===== config.mk =====
export PLATFORM = sky130hd
export DESIGN_NAME = fetch_sequencer_flat
export DESIGN_NICKNAME = d
export VERILOG_FILES = /design/src/rtl/fetch_sequencer_if.sv /design/src/rtl/fetch_sequencer.sv /design/src/flat_wrapper.sv
export SDC_FILE = /design/constraint.sdc
export NUM_CORES = 1
export LEC_CHECK = 0
export CAP_MARGIN = 20
export CORE_MARGIN = 2
export CORE_UTILIZATION = 47
export DETAILED_ROUTE_END_ITERATION = 8
export HOLD_SLACK_MARGIN = 0.02
export PLACE_DENSITY = 0.95
export SYNTH_ARGS = -nofsm -noshare
export SYNTH_HDL_FRONTEND = slang
export SYNTH_SLANG_ARGS = --single-unit

===== constraint.sdc =====
create_clock -name clk -period 4.15 [get_ports clk]
set_clock_uncertainty 0.15 [all_clocks]
set_input_delay 0.83 -clock clk [delete_from_list [all_inputs] [get_ports clk]]
set_output_delay 0.83 -clock clk [all_outputs]
set_load 0.005 [all_outputs]

===== src/rtl/fetch_sequencer_if.sv =====
// fetch_sequencer_if: sequencer bus (run/pc_load control, byte memory read, decode and execute handshakes, pc/busy/retired status)
interface fetch_sequencer_if #(parameter int M_WIDTH = 8);
  logic run;
  logic pc_load;
  logic [M_WIDTH-1:0] pc_load_val;
  logic [M_WIDTH-1:0] mem_addr;
  logic mem_rd_en;
  logic [M_WIDTH-1:0] mem_rdata;
  logic mem_ready;
  logic [2*M_WIDTH-1:0] ir;
  logic dec_en;
  logic dec_ready;
  logic exec_start;
  logic exec_done;
  logic branch_taken;
  logic [M_WIDTH-1:0] branch_target;
  logic halt_req;
  logic [M_WIDTH-1:0] pc;
  logic busy;
  logic [15:0] retired;
  modport master (
    input run, pc_load, pc_load_val, mem_rdata, mem_ready, dec_ready,
          exec_done, branch_taken, branch_target, halt_req,
    output mem_addr, mem_rd_en, ir, dec_en, exec_start, pc, busy, retired
  );
  modport slave (
    output run, pc_load, pc_load_val, mem_rdata, mem_ready, dec_ready,
           exec_done, branch_taken, branch_target, halt_req,
    input mem_addr, mem_rd_en, ir, dec_en, exec_start, pc, busy, retired
  );
endinterface


===== src/rtl/fetch_sequencer.sv =====
// fetch_sequencer: two-byte instruction fetch, decode/execute handshake, pc and retire count; ports clk, rst (async high), bus (fetch_sequencer_if.master)
module fetch_sequencer #(
  parameter int M_WIDTH = 8,
  parameter int INST_WIDTH = 2 * M_WIDTH,
  parameter logic [M_WIDTH-1:0] RESET_PC = '0
) (
  input logic clk,
  input logic rst,
  fetch_sequencer_if.master bus
);
  typedef enum logic [2:0] {IDLE, FETCH_HI, FETCH_LO, DECODE, EXECUTE} state_t;
  state_t state, state_n;
  logic first;
  logic [M_WIDTH-1:0] pc;
  logic [INST_WIDTH-1:0] ir;
  logic [15:0] retired;
  logic fetch, done;
  always_ff @(posedge clk or posedge rst)
    if (rst) begin
      state <= IDLE;
      first <= 1'b0;
    end else begin
      state <= state_n;
      first <= state == DECODE && bus.dec_ready;
    end
  always_comb begin
    state_n = state;
    fetch = state == FETCH_HI || state == FETCH_LO;
    done = state == EXECUTE && bus.exec_done;
    case (state)
      IDLE:     state_n = !bus.pc_load && bus.run ? FETCH_HI : IDLE;
      FETCH_HI: state_n = bus.mem_ready ? FETCH_LO : FETCH_HI;
      FETCH_LO: state_n = bus.mem_ready ? DECODE : FETCH_LO;
      DECODE:   state_n = bus.dec_ready ? EXECUTE : DECODE;
      EXECUTE:  state_n = !bus.exec_done ? EXECUTE : !bus.halt_req && bus.run ? FETCH_HI : IDLE;
      default:  state_n = IDLE;
    endcase
    bus.mem_rd_en = fetch;
    bus.mem_addr = pc;
    bus.dec_en = state == DECODE;
    bus.exec_start = state == EXECUTE && first;
    bus.busy = state != IDLE;
    bus.pc = pc;
    bus.ir = ir;
    bus.retired = retired;
  end
  always_ff @(posedge clk or posedge rst)
    if (rst) begin
      pc <= RESET_PC;
      ir <= '0;
      retired <= '0;
    end else begin
      if (state == IDLE && bus.pc_load) pc <= bus.pc_load_val;
      else if (fetch && bus.mem_ready) pc <= pc + 1'b1;
      else if (done && bus.branch_taken) pc <= bus.branch_target;
      if (state == FETCH_HI && bus.mem_ready) ir[INST_WIDTH-1:M_WIDTH] <= bus.mem_rdata;
      if (state == FETCH_LO && bus.mem_ready) ir[M_WIDTH-1:0] <= bus.mem_rdata;
      if (done) retired <= retired + 16'd1;
    end
endmodule


===== src/flat_wrapper.sv =====
// flat-port wrapper written by rule: the top's interface ports become plain ports
module fetch_sequencer_flat 
#(
  parameter int M_WIDTH = 8,
  parameter int INST_WIDTH = 2 * M_WIDTH,
  parameter logic [M_WIDTH-1:0] RESET_PC = '0
)
  (clk, rst, bus_run, bus_pc_load, bus_pc_load_val, bus_mem_rdata, bus_mem_ready, bus_dec_ready, bus_exec_done, bus_branch_taken, bus_branch_target, bus_halt_req, bus_mem_addr, bus_mem_rd_en, bus_ir, bus_dec_en, bus_exec_start, bus_pc, bus_busy, bus_retired);
  fetch_sequencer_if #(.M_WIDTH(M_WIDTH)) bus_i ();
  input logic clk;
  input logic rst;
  input wire logic [$bits(bus_i.run)-1:0] bus_run;
  input wire logic [$bits(bus_i.pc_load)-1:0] bus_pc_load;
  input wire logic [$bits(bus_i.pc_load_val)-1:0] bus_pc_load_val;
  input wire logic [$bits(bus_i.mem_rdata)-1:0] bus_mem_rdata;
  input wire logic [$bits(bus_i.mem_ready)-1:0] bus_mem_ready;
  input wire logic [$bits(bus_i.dec_ready)-1:0] bus_dec_ready;
  input wire logic [$bits(bus_i.exec_done)-1:0] bus_exec_done;
  input wire logic [$bits(bus_i.branch_taken)-1:0] bus_branch_taken;
  input wire logic [$bits(bus_i.branch_target)-1:0] bus_branch_target;
  input wire logic [$bits(bus_i.halt_req)-1:0] bus_halt_req;
  output wire logic [$bits(bus_i.mem_addr)-1:0] bus_mem_addr;
  output wire logic [$bits(bus_i.mem_rd_en)-1:0] bus_mem_rd_en;
  output wire logic [$bits(bus_i.ir)-1:0] bus_ir;
  output wire logic [$bits(bus_i.dec_en)-1:0] bus_dec_en;
  output wire logic [$bits(bus_i.exec_start)-1:0] bus_exec_start;
  output wire logic [$bits(bus_i.pc)-1:0] bus_pc;
  output wire logic [$bits(bus_i.busy)-1:0] bus_busy;
  output wire logic [$bits(bus_i.retired)-1:0] bus_retired;
  assign bus_i.run = bus_run;
  assign bus_i.pc_load = bus_pc_load;
  assign bus_i.pc_load_val = bus_pc_load_val;
  assign bus_i.mem_rdata = bus_mem_rdata;
  assign bus_i.mem_ready = bus_mem_ready;
  assign bus_i.dec_ready = bus_dec_ready;
  assign bus_i.exec_done = bus_exec_done;
  assign bus_i.branch_taken = bus_branch_taken;
  assign bus_i.branch_target = bus_branch_target;
  assign bus_i.halt_req = bus_halt_req;
  assign bus_mem_addr = bus_i.mem_addr;
  assign bus_mem_rd_en = bus_i.mem_rd_en;
  assign bus_ir = bus_i.ir;
  assign bus_dec_en = bus_i.dec_en;
  assign bus_exec_start = bus_i.exec_start;
  assign bus_pc = bus_i.pc;
  assign bus_busy = bus_i.busy;
  assign bus_retired = bus_i.retired;
  fetch_sequencer #(.M_WIDTH(M_WIDTH), .INST_WIDTH(INST_WIDTH), .RESET_PC(RESET_PC)) u_core (.clk(clk), .rst(rst), .bus(bus_i));
endmodule

==> PnR_summary.wiki <==
{| class="wikitable"
! Metric !! Value
|-
| Fillcell total || 327
|-
| Pre-antenna DRT Iters || 4
|-
| Power per Cell Area || approximately 610 mW/mm^2
|-
| Clk_lat worst skew || around 0.30 ns
|-
| Detailed-route vias per instance || 5.57
|-
| Yosys reg bits || 44
|-
| Mapped cell area || 0.00220 sq mm
|-
| Depth of the most critical reg-to-reg path || 4
|-
| Fin crit period || approximately 2.7 ns
|-
| Cell-internal power || 1250 uW
|-
| CTS H-Tree Depth || 2
|-
| Finished Cell Area || between 0.003 and 0.004 sq mm
|-
| WL final || 5.31 mm
|-
| All-layer global routing usage || 0.210
|-
| First-pass GRT wire length || 8.68 mm
|-
| Largest area contributor in the netlist || dfrtp_1
|-
| Hold path start || u_core.bus.ir[10]$_DFFE_PP0P_
|-
| Net total in the final layout || roughly 340
|-
| Origin of the critical flop-to-flop path || u_core.state[1]$_DFF_PP0_
|-
| Total negative slack for setup checks || 0 ns
|-
| Proportion of netlist area held by the largest area contributor || 0.500
|-
| Filler-free cell count of the finished design || 355
|-
| Most used flip-flop cell after synthesis || dfrtp_1
|-
| Status || completed
|-
| Die span in y || 72.5 um
|-
| Pin count of the biggest net entering global routing || 32
|-
| Final GP Congestion || 0.796
|-
| Proportion of power drawn by flip-flops and latches || 0.387
|-
| Overall power consumption || about 1900 uW
|-
| Initial antenna violation count || 0
|-
| CTS tree || yes
|-
| Max-capacitance violation count || 0
|-
| Synthesized netlist net count || 262
|-
| Type of the setup path with the least slack || reg -> out
|-
| Post-Synthesis Mean Instance Area || 9.71 sq um
|-
| Proportion of register bits with asynchronous set or reset after synthesis || 1.00
|-
| N_diodes || 0
|-
| Hold WC Path Type || reg -> reg
|-
| Die Span X || 72.5 um
|-
| Count of clock tree sinks || 44
|-
| HPWL Detailed || 3.90 mm
|-
| Floorplan row count || 24
|-
| Share of power burned in the clock network || 0.169
|-
| Worst-path maximum fanout || 14
|-
| Slew HR || 0.514
|-
| Post-cts hold buffer count || 0
|-
| Placed cell count || 347
|-
| Number of endpoints with negative hold slack in the final report || 0
|-
| Fraction of power spent switching nets || 0.346
|-
| Layout cells sized above 1 || 0.0528
|-
| Sort of element at the end of the critical path || primary output
|-
| Final Slew Violations || 0
|-
| Via count of the first global-routing pass || roughly 1900
|-
| Comb power frac || 0.443
|-
| Total die area || 0.00525 sq mm
|-
| Required time of the critical path || 3.17 ns
|-
| WP data arrival || 1.73 ns
|-
| Reg clk slew, reported paths || around 0.08 ns
|-
| Average detailed-routed wire length per instance || 14.9 um
|-
| Power dissipated by switching net loads || 662 uW
|-
| Vias post-DR || 1976
|-
| Portion of the clock cycle consumed by the worst path in the final layout || 0.653
|-
| Post-CTS setup repair buffer count || 0
|-
| Core Footprint || between 0.004 and 0.005 sq mm
|-
| # setup viols final || 0
|-
| Yosys warning total || 0
|-
| Count of instances resized after the clock tree is built || 0
|-
| Post-placement cell area || 0.00302 sq mm
|-
| Number of distinct library cell variants in the gate-level netlist after synthesis || 41
|-
| # DRC || 0
|-
| R2R Setup Slk || 1.89 ns
|-
| Most frequent cells after synthesis || nand2_1 (62), dfrtp_1 (44), xnor2_1 (17), buf_4 (10), nand3_1 (8)
|-
| Initial core utilization || 0.496
|-
| Critical path launch point type || flip-flop
|-
| Worst r2r dst || u_core.bus.mem_addr[4]$_DFFE_PP0P_
|-
| Leakage || 0.00136 uW
|-
| Syn Inst Count || approximately 230
|-
| Maximum vdd drop || 0.328 mV
|-
| Slew at the pin with the worst max-slew slack || 0.728 ns
|-
| Number of DRC violations after detailed-routing iteration 0 || approximately 140
|-
| Peak Freq || 369 MHz
|-
| Remaining number of nets flagged by the antenna check after routing || 0
|-
| Hold Crit Depth || 2
|-
| Count leader, synth || nand2_1
|-
| Number of synthesized flops with an enable pin || 0
|-
| Post-synthesis to final-layout area growth || 42.0%
|-
| Cell chosen for the clock root || clkbuf_8
|-
| Clock buffers created by TritonCTS || 5
|-
| RSZ-0062 raised after global routing || false
|-
| Top-Level Pins || 85
|-
| Overflow left after global routing || 0
|-
| WHS Endpoint || u_core.bus.ir[10]$_DFFE_PP0P_
|-
| Post-synthesis sequential area ratio || 0.500
|-
| IO Port Bufs || 84
|-
| Max Root-Sink Buffers || 2
|-
| Dominant cells by area after synthesis || dfrtp_1 (50%), nand2_1 (11%), xnor2_1 (6.8%)
|}
## per-stage QoR
step	hold WS (ns)	setup slack, ns	utilization
6_report	0.336	1.44	0.704
5_1_grt	0.353	1.27	0.704
4_1_cts	0.336	1.43	0.704
3_5_place_dp	0.316	1.14	0.680
3_3_place_gp	0.309	1.31	0.680
2_1_floorplan	0.318	2.08	-
## registers in the layout, indices dropped and copies added, names as in the netlist
register	flops
u_core.bus.ir	16
u_core.bus.mem_addr	8
u_core.bus.retired	16
u_core.first	1
u_core.state	3
## cell usage in the layout, fill, tap and decap left out, types with 2 or more instances in the layout
cell / Yosys / layout
clkdlybuf4s50_1: 0 / 84
nor2_1: 5 / 5
nand4_1: 5 / 5
nor2b_1: 3 / 3
or3_1: 3 / 3
ha_1: 2 / 2
nand4bb_1: 2 / 2
nor3_1: 3 / 3
and3_1: 6 / 6
mux2i_1: 2 / 2
and4bb_1: 2 / 2
o21ai_0: 5 / 5
xnor2_1: 17 / 17
buf_4: 10 / 2
dfrtp_1: 44 / 44
nand2_1: 62 / 62
xor2_1: 2 / 2
clkbuf_8: 0 / 5
nand3_1: 8 / 8
and2_1: 2 / 2
and4_1: 4 / 4
a21oi_1: 3 / 3
a31oi_1: 2 / 2
o21ai_1: 4 / 4
a22oi_1: 6 / 6
## area by class of cell
cell class,count,area [sq um],share of cell area
clock buffer,6,72.6,0.0232
clock inverter,2,35.0,0.0112
inverter,2,7.51,0.00240
multi-input combinational,163,991,0.317
sequential,44,1100,0.352
tap,52,65.1,0.0208
timing repair buffer,86,856,0.274
## routing by layer
layer  global-route usage  wire length [um]
met5                    0                 0
met2                0.338              2630
met1                0.280              2290
met3               0.0472               350
met4               0.0720                39
## worst max-delay path, stage by stage, from the launching register on
cell             delay, ns
dfrtp_1               0.52
or3_1                 0.46
clkdlybuf4s50_1       0.46
## cells by family (layout without fill, tap and decap cells)
| family | after synthesis | after routing | share of synthesized area |
|---|---|---|---|
| AND/OR/NAND/NOR | 109 | 109 | 0.249 |
| flip-flops | 44 | 44 | 0.500 |
| AO/OA/AOI/OAI | 30 | 30 | 0.0971 |
| buffers and inverters | 20 | 96 | 0.0534 |
| XOR/XNOR | 19 | 19 | 0.0755 |
| multiplexers | 3 | 3 | 0.0142 |
| adder cells (fa/ha/maj) | 2 | 2 | 0.0114 |
## power groups by stage
stage	sequential [uW]	clock, uW	combinational (uW)
6_report	741	324	849
2_1_floorplan	696	0	459
3_5_place_dp	746	0	848
5_1_grt	764	342	934
4_1_cts	741	326	855
3_3_place_gp	740	0	812
## worst max path at each step
stage	end	start	slack, ns
after floorplan	u_core.bus.retired[11]$_DFFE_PP0P_	bus_exec_done	2.08
after global placement	u_core.bus.mem_addr[1]$_DFFE_PP0P_	bus_mem_ready	1.31
after detailed placement	u_core.bus.mem_addr[1]$_DFFE_PP0P_	bus_mem_ready	1.14
after CTS	bus_busy	u_core.state[0]$_DFF_PP0_	1.43
after global routing	u_core.bus.mem_addr[1]$_DFFE_PP0P_	bus_mem_ready	1.27
final	bus_busy	u_core.state[0]$_DFF_PP0_	1.44
Note: power is estimated with default switching activity, not from simulation.
